`src/rtl/uart_tx_stream_pkg.sv`:
```
// rtl/uart_tx_stream_pkg.sv - shared types and constants for the UART transmitter
// Contents:
//   tx_state_t  serializer state (IDLE, START, DATA, STOP)
//   DATA_BITS   payload bits per frame
//   IDLE_LEVEL  level of the serial line when no frame is being sent
package n5_uart_pkg;

  typedef enum logic [1:0] {
    IDLE,
    START,
    DATA,
    STOP
  } tx_state_t;

  localparam int   DATA_BITS  = 8;
  localparam logic IDLE_LEVEL = 1'b1;

endpackage

```
`src/rtl/uart_tx_stream_if.sv`:
```
// rtl/uart_tx_stream_if.sv - valid/ready byte stream feeding the UART transmitter
// Signals:
//   in_valid  in_data is valid this cycle (producer)
//   in_data   byte to transmit (producer)
//   in_ready  transmitter can accept a byte (consumer)
// Modports: master = byte producer, slave = transmitter.
interface uart_tx_stream_if;

  logic       in_valid;
  logic [7:0] in_data;
  logic       in_ready;

  modport master (output in_valid, output in_data, input in_ready);
  modport slave  (input in_valid, input in_data, output in_ready);

endinterface

```
`src/rtl/uart_tx_fifo.sv`:
```
// rtl/uart_tx_fifo.sv - single-clock byte FIFO buffering bytes ahead of the serializer
// Ports:
//   HCLK, HRESET  clock and synchronous active-high reset
//   push, push_data  write request and byte (ignored when full)
//   pop           read request (ignored when empty)
//   pop_data      byte at the head of the FIFO
//   level         occupancy, 0..DEPTH
//   full, empty   decoded from the registered level
module uart_tx_fifo
  import n5_uart_pkg::*;
#(
  parameter int DEPTH = 16
) (
  input  logic                   HCLK,
  input  logic                   HRESET,
  input  logic                   push,
  input  logic [DATA_BITS-1:0]   push_data,
  input  logic                   pop,
  output logic [DATA_BITS-1:0]   pop_data,
  output logic [$clog2(DEPTH):0] level,
  output logic                   full,
  output logic                   empty
);

  localparam int AW = $clog2(DEPTH);
  localparam int LW = AW + 1;

  logic [DATA_BITS-1:0] mem [DEPTH];
  logic [AW-1:0]        wr_ptr;
  logic [AW-1:0]        rd_ptr;
  logic                 do_push;
  logic                 do_pop;

  assign full     = (level == LW'(DEPTH));
  assign empty    = (level == '0);
  assign do_push  = push & ~full;
  assign do_pop   = pop & ~empty;
  assign pop_data = mem[rd_ptr];

  // Storage carries no reset so it can map onto distributed RAM.
  always_ff @(posedge HCLK) begin
    if (do_push) begin
      mem[wr_ptr] <= push_data;
    end
  end

  // DEPTH is a power of two, so the pointers wrap by natural overflow.
  always_ff @(posedge HCLK) begin
    if (HRESET) begin
      wr_ptr <= '0;
      rd_ptr <= '0;
      level  <= '0;
    end else begin
      if (do_push) begin
        wr_ptr <= wr_ptr + 1'b1;
      end
      if (do_pop) begin
        rd_ptr <= rd_ptr + 1'b1;
      end
      case ({do_push, do_pop})
        2'b10:   level <= level + 1'b1;
        2'b01:   level <= level - 1'b1;
        default: level <= level;
      endcase
    end
  end

endmodule

```
`src/rtl/uart_tx_stream.sv`:
```
// rtl/uart_tx_stream.sv - 8N1 UART transmitter with byte FIFO, LSB first at HCLK/CLK_DIV baud
// Ports:
//   HCLK, HRESET  clock and synchronous active-high reset
//   en            1 = start new frames, 0 = finish the current frame then idle
//   stream        valid/ready byte input (slave side)
//   level         FIFO occupancy
//   busy          a frame is in progress
//   tx            registered serial line, idle high
module uart_tx_stream
  import n5_uart_pkg::*;
#(
  parameter int CLK_DIV   = 16,
  parameter int DEPTH     = 16,
  parameter int STOP_BITS = 1
) (
  input  logic                   HCLK,
  input  logic                   HRESET,
  input  logic                   en,
  uart_tx_stream_if.slave        stream,
  output logic [$clog2(DEPTH):0] level,
  output logic                   busy,
  output logic                   tx
);

  localparam int             BW        = $clog2(CLK_DIV);
  localparam int             IW        = $clog2(DATA_BITS);
  localparam logic [BW-1:0]  BAUD_LAST = BW'(CLK_DIV - 1);
  localparam logic [IW-1:0]  BIT_LAST  = IW'(DATA_BITS - 1);
  localparam logic [IW-1:0]  STOP_LAST = IW'(STOP_BITS - 1);

  tx_state_t            state;
  logic [BW-1:0]        baud_cnt;
  logic [IW-1:0]        bit_idx;
  logic [DATA_BITS-1:0] shift_reg;

  logic [DATA_BITS-1:0] fifo_data;
  logic                 fifo_full;
  logic                 fifo_empty;
  logic                 baud_last;
  logic                 frame_end;
  logic                 launch;
  logic                 line_next;

  uart_tx_fifo #(
    .DEPTH (DEPTH)
  ) u_fifo (
    .HCLK      (HCLK),
    .HRESET    (HRESET),
    .push      (stream.in_valid),
    .push_data (stream.in_data),
    .pop       (launch),
    .pop_data  (fifo_data),
    .level     (level),
    .full      (fifo_full),
    .empty     (fifo_empty)
  );

  assign stream.in_ready = ~fifo_full;

  assign baud_last = (baud_cnt == BAUD_LAST);
  // Last cycle of the last stop bit: the only point besides IDLE where a new frame may begin.
  assign frame_end = (state == STOP) && baud_last && (bit_idx == STOP_LAST);
  // Popping the FIFO and starting a frame are the same event.
  assign launch    = en && !fifo_empty && ((state == IDLE) || frame_end);

  // Line level for the current state; registered below so tx trails state by one cycle.
  always_comb begin
    line_next = IDLE_LEVEL;
    case (state)
      START:   line_next = 1'b0;
      DATA:    line_next = shift_reg[0];
      default: line_next = IDLE_LEVEL;
    endcase
  end

  always_ff @(posedge HCLK) begin
    if (HRESET) begin
      state     <= IDLE;
      baud_cnt  <= '0;
      bit_idx   <= '0;
      shift_reg <= '0;
      tx        <= IDLE_LEVEL;
      busy      <= 1'b0;
    end else begin
      tx   <= line_next;
      busy <= (state != IDLE);
      case (state)
        IDLE: begin
          baud_cnt <= '0;
          bit_idx  <= '0;
          if (launch) begin
            shift_reg <= fifo_data;
            state     <= START;
          end
        end
        START: begin
          if (baud_last) begin
            baud_cnt <= '0;
            bit_idx  <= '0;
            state    <= DATA;
          end else begin
            baud_cnt <= baud_cnt + 1'b1;
          end
        end
        DATA: begin
          if (baud_last) begin
            baud_cnt  <= '0;
            shift_reg <= {1'b0, shift_reg[DATA_BITS-1:1]};
            if (bit_idx == BIT_LAST) begin
              bit_idx <= '0;
              state   <= STOP;
            end else begin
              bit_idx <= bit_idx + 1'b1;
            end
          end else begin
            baud_cnt <= baud_cnt + 1'b1;
          end
        end
        STOP: begin
          // bit_idx counts stop bits here so STOP_BITS*CLK_DIV needs no wider counter.
          if (baud_last) begin
            baud_cnt <= '0;
            if (bit_idx == STOP_LAST) begin
              bit_idx <= '0;
              if (launch) begin
                shift_reg <= fifo_data;
                state     <= START;
              end else begin
                state <= IDLE;
              end
            end else begin
              bit_idx <= bit_idx + 1'b1;
            end
          end else begin
            baud_cnt <= baud_cnt + 1'b1;
          end
        end
        default: state <= IDLE;
      endcase
    end
  end

endmodule

```
`src/flat_wrapper.sv`:
```
// flat-port wrapper written by rule: the top's interface ports become plain ports
module uart_tx_stream_flat import n5_uart_pkg::*;
#(
  parameter int CLK_DIV   = 16,
  parameter int DEPTH     = 16,
  parameter int STOP_BITS = 1
)
  (HCLK, HRESET, en, level, busy, tx, stream_in_valid, stream_in_data, stream_in_ready);
  uart_tx_stream_if stream_i ();
  input  logic HCLK;
  input  logic HRESET;
  input  logic en;
  output logic [$clog2(DEPTH):0] level;
  output logic busy;
  output logic tx;
  input wire logic [$bits(stream_i.in_valid)-1:0] stream_in_valid;
  input wire logic [$bits(stream_i.in_data)-1:0] stream_in_data;
  output wire logic [$bits(stream_i.in_ready)-1:0] stream_in_ready;
  assign stream_i.in_valid = stream_in_valid;
  assign stream_i.in_data = stream_in_data;
  assign stream_in_ready = stream_i.in_ready;
  uart_tx_stream #(.CLK_DIV(CLK_DIV), .DEPTH(DEPTH), .STOP_BITS(STOP_BITS)) u_core (.HCLK(HCLK), .HRESET(HRESET), .en(en), .stream(stream_i), .level(level), .busy(busy), .tx(tx));
endmodule
```
`config.mk`:
```
export PLATFORM = sky130hd
export DESIGN_NAME = uart_tx_stream_flat
export DESIGN_NICKNAME = d
export VERILOG_FILES = /design/src/rtl/uart_tx_stream_pkg.sv /design/src/rtl/uart_tx_stream_if.sv /design/src/rtl/uart_tx_fifo.sv /design/src/rtl/uart_tx_stream.sv /design/src/flat_wrapper.sv
export SDC_FILE = /design/constraint.sdc
export NUM_CORES = 1
export LEC_CHECK = 0
export BUFFER_PORTS_ARGS = -buffer_cell sky130_fd_sc_hd__buf_2
export CORE_ASPECT_RATIO = 1.25
export CORE_MARGIN = 5
export CORE_UTILIZATION = 55
export DETAILED_ROUTE_END_ITERATION = 16
export PLACE_DENSITY = 0.69
export SLEW_MARGIN = 30
export SYNTH_ARGS = -nofsm -noshare
export SYNTH_HDL_FRONTEND = slang
export SYNTH_SLANG_ARGS = --single-unit
```
`constraint.sdc`:
```
create_clock -name HCLK -period 4.4 [get_ports HCLK]
set_clock_uncertainty 0.2 [all_clocks]
set_input_delay 0.66 -clock HCLK [delete_from_list [all_inputs] [get_ports HCLK]]
set_output_delay 0.66 -clock HCLK [all_outputs]
set_load 0.02 [all_outputs]
```
==> results.yml, run 1 <==
hold_path:
  timing.hold.worst_path_depth: 1
  timing.hold.worst.class: "flop to flop"
  hold_path.startpoint: "u_core.baud_cnt[0]"
  whs_endpoint: "u_core.baud_cnt[0]"
timing:
  timing.final.crit_period_ns: 3.55
  fin_ws_ns: 0.855
  fin_tns_setup_ns: 0
  setup_violations: 0
  finalHoldViolCount: 0
  rsz0062_at_grt: "false"
  final_max_slew_viol_count: 0
  timing.fmax_mhz: 282
  final.period_utilization: 0.806
  slew_headroom: 0.394
  max_slew.worst_pin.slew_ns: 0.906
cells_and_area:
  share_of_final_layout_standard_cells_stronger_than_drive_strength_1: 0.209
  post-route-util: 0.611
  antennaDiodeCount: 0
  finalNonFillerCells: 613
  syn2layout_area_growth_pct: 10.0
  number_of_flip_flops_in_the_largest_register: 128
  num-fill-cells: 964
  nets: 460
floorplanning:
  die_area_um2: 15000
  die_x_um: 111
  core.rowCount: 46
  boundaryPins: 20
  starting_density: 0.555
  core_area_um2: 12500
  die-height_um: 136
grt:
  grt_pass1_wl_mm: 19.3
  grt_util_all_layers: 0.170
  antenna_found_initial: 0
  grt_overflow: 0
  first_global_vias: 3581
  maximum_number_of_pins_on_one_net_before_global_route_repair: 37
synth:
  cell_count_after_synthesis: 410
  synth_area_per_cell_um2: 17.0
  synth_nets: 438
  synth_flop_cell: "edfxtp_1"
  async_flop_share: 0
  synth.distinct_cells: 46
  synth_enable_flop_cells: 128
  synth.yosys.seq_area_share: 0.656
  synth-warning-count: 0
  yosys.area.top_type_share: 0.552
  synth_top_area_cell: "edfxtp_1"
  synth_area_um2: 6960
  total_of_flip_flops_plus_latches_after_synthesis: 164
  yosys-top-cells-area: "edfxtp_1, dfxtp_1, mux4_2"
route:
  dr_total_vias: 3502
  drcViolationCount: 0
  drt_first_pass_iters: 4
  via_count_normalized_by_instance_count: 5.71
  routed_wl_mm: 12.1
  route.antenna.remaining_nets: 0
  route.detailed.wl_per_inst_um: 19.8
  initialDrtViolationCount: 302
critical_path:
  critical_path.startpoint_type: "flop"
  rr_endpoint: "u_core.u_fifo.level[4]"
  crit_fanout: 11
  cp_data_required_time_ns: 4.50
  r2r_setup_slack_ns: 0.85
  crit-reg2reg-launch: "u_core.baud_cnt[0]"
  path_class: "flop to flop"
  crit_path_end_kind: "flop"
  timing.reg2reg.worst_path_depth: 11
  cp.arrival_ns: 3.64
placed_design:
  place_worst_setup_slack_ns: 0.859
  post-place-cells: 581
  gp_congestion: 0.763
  dp_hpwl_mm: 7.99
  port_buffers: 19
power_and_ir_drop:
  ir_drop_mv: 0.331
  power_density_nw_per_um2: 556
  p_leak_nw: 2.59
  total_design_power_mw: 4.26
cts:
  cts-root-buf: "clkbuf_16"
  number_of_buffers_created_by_cts: 17
  largest_buffer_count_on_any_clock_path: 2
  cts_num_sinks: 164
  cts.clk_slew.worst_paths_ns: 0.06
  worstSkewPairLatency_ns: 0.41
  setup_bufs_post_cts: 0
  post_cts_gate_resize_count: 0
  post_cts_hold_buffer_count: 0
  cts.htree.levels: 4
  clock_tree_from_tritoncts: "done"
run:
  timing.max_cap.violations: 0
outcome:
  run_status: "completed"
[synth_stat cells, types with 2 or more instances]
library cell and instances:
nand4_1 3, nor3_1 8, mux2i_1 12, mux4_1 17, or3_1 2, clkbuf_8 8, o21ai_0 4, dfxtp_1 36
inv_1 11, mux2_2 9, a31oi_1 2, buf_6 4, nand3_1 4, a41oi_1 2, and3_1 4, edfxtp_1 128
xor2_1 8, ha_1 16, o211ai_1 2, nor2_1 44, nand2b_1 4, mux4_2 22, a21oi_1 13, nor2b_1 3
nand2_1 13, clkbuf_1 8, xnor2_1 4
[placed cells by master, fill, tap and decap left out, types with 2 or more instances in the layout]
cell type   synthesis  final
a21oi_1            13     13
a31oi_1             2      2
a41oi_1             2      2
and3_1              4      4
buf_2               0     19
buf_4               0      6
bufinv_16           0      2
clkbuf_1            8      2
clkbuf_16           0     17
clkinv_1            0      2
clkinv_2            0      2
clkinvlp_4          0      2
dfxtp_1            36     34
dfxtp_2             0      2
edfxtp_1          128    128
ha_1               16     16
inv_1              11     11
inv_6               0      3
mux2_2              9      9
mux2i_1            12     12
mux4_1             17     17
mux4_2             22     22
nand2_1            13     13
nand2b_1            4      4
nand3_1             4      4
nand4_1             3      3
nor2_1             44     44
nor2b_1             3      3
nor3_1              8      8
o211ai_1            2      2
o21ai_0             4      4
or3_1               2      2
xnor2_1             4      4
xor2_1              8      8
[cells by family (layout without fill, tap and decap cells)]
kind of cell	Yosys count	count (layout)	share of synthesized area
buffers and inverters	33	68	0.0376
AND/OR/NAND/NOR	92	92	0.0620
adder cells (fa/ha/maj)	16	16	0.0288
flip-flops	164	164	0.656
multiplexers	60	60	0.167
AO/OA/AOI/OAI	33	33	0.0340
XOR/XNOR	12	12	0.0151
[how the worst max path moves through the flow]
stage / from / to / slack (ns) / cells after the start
after floorplan: u_core.baud_cnt[0] / u_core.u_fifo.level[4] / 1.03 / 13
after global placement: u_core.baud_cnt[0] / u_core.u_fifo.level[4] / 0.97 / 11
after detailed placement: u_core.baud_cnt[0] / u_core.u_fifo.level[4] / 0.86 / 11
after CTS: u_core.baud_cnt[0] / u_core.u_fifo.level[4] / 0.85 / 11
after global routing: u_core.baud_cnt[0] / u_core.u_fifo.level[4] / 0.58 / 11
final: u_core.baud_cnt[0] / u_core.u_fifo.level[4] / 0.85 / 11
[critical path: stages, from the launching register on]
cell and delay [ns]:
dfxtp_1 0.36, ha_1 0.22, and3_1 0.31, a31oi_1 0.19
nor2_1 0.41, ha_1 0.45, xor2_1 0.12, ha_1 0.22
nor4bb_1 0.13, a311o_1 0.33, a21oi_1 0.13, mux2_2 0.34
[power by group]
group          switching, mW  internal [mW]  leakage, nW  total (mW)
sequential             0.142           1.77         1.45        1.92
clock                  0.579          0.834        0.269        1.41
combinational          0.446          0.488        0.872       0.935
total                   1.17           3.10         2.59        4.26
[stage by stage]
stage	hold WS (ns)	cell area (um2)
6_report	0.262	7660
5_1_grt	0.301	7660
4_1_cts	0.267	7660
3_5_place_dp	0.258	7100
3_3_place_gp	0.227	7100
2_1_floorplan	0.217	6960
[layer usage]
layer  track usage  wire length [um]  part of all wire  vias to the layer above
met3        0.0353               420             0.035                        4
met2         0.298              6440              0.53                       64
met5             0                 0                 0                        -
met4        0.0623                80            0.0066                        0
li1              -                 -                 -                     1643
met1         0.210              5170              0.43                     1791
[cell type report]
cell class | instances | area, um2 | share of cell area
timing repair buffer | 25 | 140 | 0.0183
sequential | 164 | 4570 | 0.596
tap | 168 | 210 | 0.0274
inverter | 11 | 41.3 | 0.00539
clock inverter | 13 | 133 | 0.0173
clock buffer | 19 | 433 | 0.0565
multi-input combinational | 213 | 2140 | 0.279
No activity file was read; power rests on OpenSTA's default activity.
==> run 2, diff against run 1 <==
- clock period: 4.4 -> 3.53 ns (I/O delays scaled with it)
==> run 2 against run 1 <==
  * Count of clock-buffer cells in the layout decreased by 1
  * Worst hold slack about the same
  * Sequential cell count unchanged
  * Via count increased by 0.60%
  * Largest cell class unchanged
==> results.yml, run 2 (same netlist as run 1, synthesis figures left out) <==
outcome:
  run_status: "completed"
critical_path:
  timing.reg2reg.worst_path_depth: 11
  r2r_setup_slack_ns: 0.37
  critical_path.startpoint_type: "flop"
  path_class: "flop to flop"
  cp_data_required_time_ns: 3.64
  crit-reg2reg-launch: "u_core.baud_cnt[0]"
  cp.arrival_ns: 3.27
  crit_path_end_kind: "flop"
  crit_path_start: "u_core.baud_cnt[0]"
  rr_endpoint: "u_core.u_fifo.level[4]"
  crit_fanout: 8
cts:
  number_of_buffers_created_by_cts: 17
  largest_buffer_count_on_any_clock_path: 2
  cts_num_sinks: 164
  cts.htree.levels: 4
  post_cts_gate_resize_count: 0
  cts.clk_slew.worst_paths_ns: 0.06
  setup_bufs_post_cts: 0
  post_cts_hold_buffer_count: 0
  clock_tree_from_tritoncts: "done"
  worstSkewPairLatency_ns: 0.41
  cts-root-buf: "clkbuf_16"
floorplanning:
  boundaryPins: 20
  die-height_um: 136
  starting_density: 0.555
  die_x_um: 111
  core_area_um2: 12500
  core.rowCount: 46
  die_area_um2: 15000
route:
  drt_first_pass_iters: 4
  via_count_normalized_by_instance_count: 5.72
  drcViolationCount: 0
  routed_wl_mm: 12.4
  route.detailed.wl_per_inst_um: 20.2
  initialDrtViolationCount: 270
  dr_total_vias: 3523
  route.antenna.remaining_nets: 0
cells_and_area:
  finalNonFillerCells: 616
  antennaDiodeCount: 0
  syn2layout_area_growth_pct: 11.0
  number_of_flip_flops_in_the_largest_register: 128
  mostFrequentLayoutCell: "edfxtp_1"
  mostFrequentLayoutCells: "edfxtp_1, nor2_1, dfxtp_1"
  nets: 463
  share_of_final_layout_standard_cells_stronger_than_drive_strength_1: 0.217
timing:
  setup_violations: 0
  timing.final.crit_period_ns: 3.16
  final_max_slew_viol_count: 0
  rsz0062_at_grt: "false"
  final.period_utilization: 0.896
  fin_tns_setup_ns: 0
  max_slew.worst_pin.slew_ns: 0.903
  finalHoldViolCount: 0
  timing.fmax_mhz: 316
  slew_headroom: 0.395
  holdWs_ns: 0.262
placed_design:
  port_buffers: 19
  post-place-cells: 584
  gp_congestion: 0.734
  dp_hpwl_mm: 7.98
hold_path:
  whs_endpoint: "u_core.baud_cnt[0]"
  timing.hold.worst.class: "flop to flop"
  hold_path.startpoint: "u_core.baud_cnt[0]"
  timing.hold.worst_path_depth: 1
run:
  timing.max_cap.violations: 0
grt:
  grt_overflow: 0
  first_global_vias: 3731
  maximum_number_of_pins_on_one_net_before_global_route_repair: 37
  antenna_found_initial: 0
  grt_util_all_layers: 0.179
  grt_pass1_wl_mm: 20.3
power_and_ir_drop:
  ir_drop_mv: 0.306
  p_leak_nw: 2.63
  total_design_power_mw: 5.47
  power_density_nw_per_um2: 708
[run 2: through the flow]
| stage | util | setup WS [ns] | area, um2 |
|---|---|---|---|
| 2_1_floorplan | - | 0.161 | 6960 |
| 4_1_cts | 0.616 | 0.364 | 7730 |
| 3_5_place_dp | 0.568 | 0.384 | 7130 |
| 3_3_place_gp | 0.568 | 0.485 | 7130 |
| 6_report | 0.616 | 0.368 | 7730 |
| 5_1_grt | 0.616 | 0.202 | 7730 |
[run 2: worst max path at each step]
| stage | to | slack, ns | cells past startpoint |
|---|---|---|---|
| after floorplan | u_core.u_fifo.level[4] | 0.16 | 13 |
| after global placement | u_core.u_fifo.level[4] | 0.49 | 11 |
| after detailed placement | u_core.u_fifo.level[4] | 0.38 | 11 |
| after CTS | u_core.u_fifo.level[4] | 0.36 | 11 |
| after global routing | u_core.u_fifo.level[4] | 0.20 | 11 |
| final | u_core.u_fifo.level[4] | 0.37 | 11 |
[run 2: power breakdown]
| group | switching (mW) | internal [mW] | leakage, nW |
|---|---|---|---|
| Clock | 0.747 | 1.12 | 0.290 |
| Combinational | 0.651 | 0.638 | 0.891 |
| Sequential | 0.106 | 2.21 | 1.45 |
[run 2: cell type report]
cell class                      instances  area, um2
Clock buffer                           18        429
Clock inverter                         14        171
Fill cell                             931       4820
Inverter                               11       41.3
Multi-Input combinational cell        213       2140
Sequential cell                       164       4570
Tap cell                              168        210
Timing Repair Buffer                   28        175
[run 2: critical path, stage by stage (launching register included)]
cell and delay (ns):
dfxtp_1 0.33, ha_1 0.24, and3_1 0.27, a31oi_1 0.37
nor2_1 0.11, ha_1 0.22, xor2_1 0.15, ha_1 0.22
nor4bb_1 0.13, a311o_1 0.32, a21oi_1 0.14, mux2_2 0.35
[run 2: layer usage]
layer,track usage,vias up,part of all wire
li1,-,1648,-
met5,0,-,0
met3,0.0416,16,0.031
met2,0.321,54,0.55
met1,0.213,1805,0.41
met4,0.0595,0,0.015
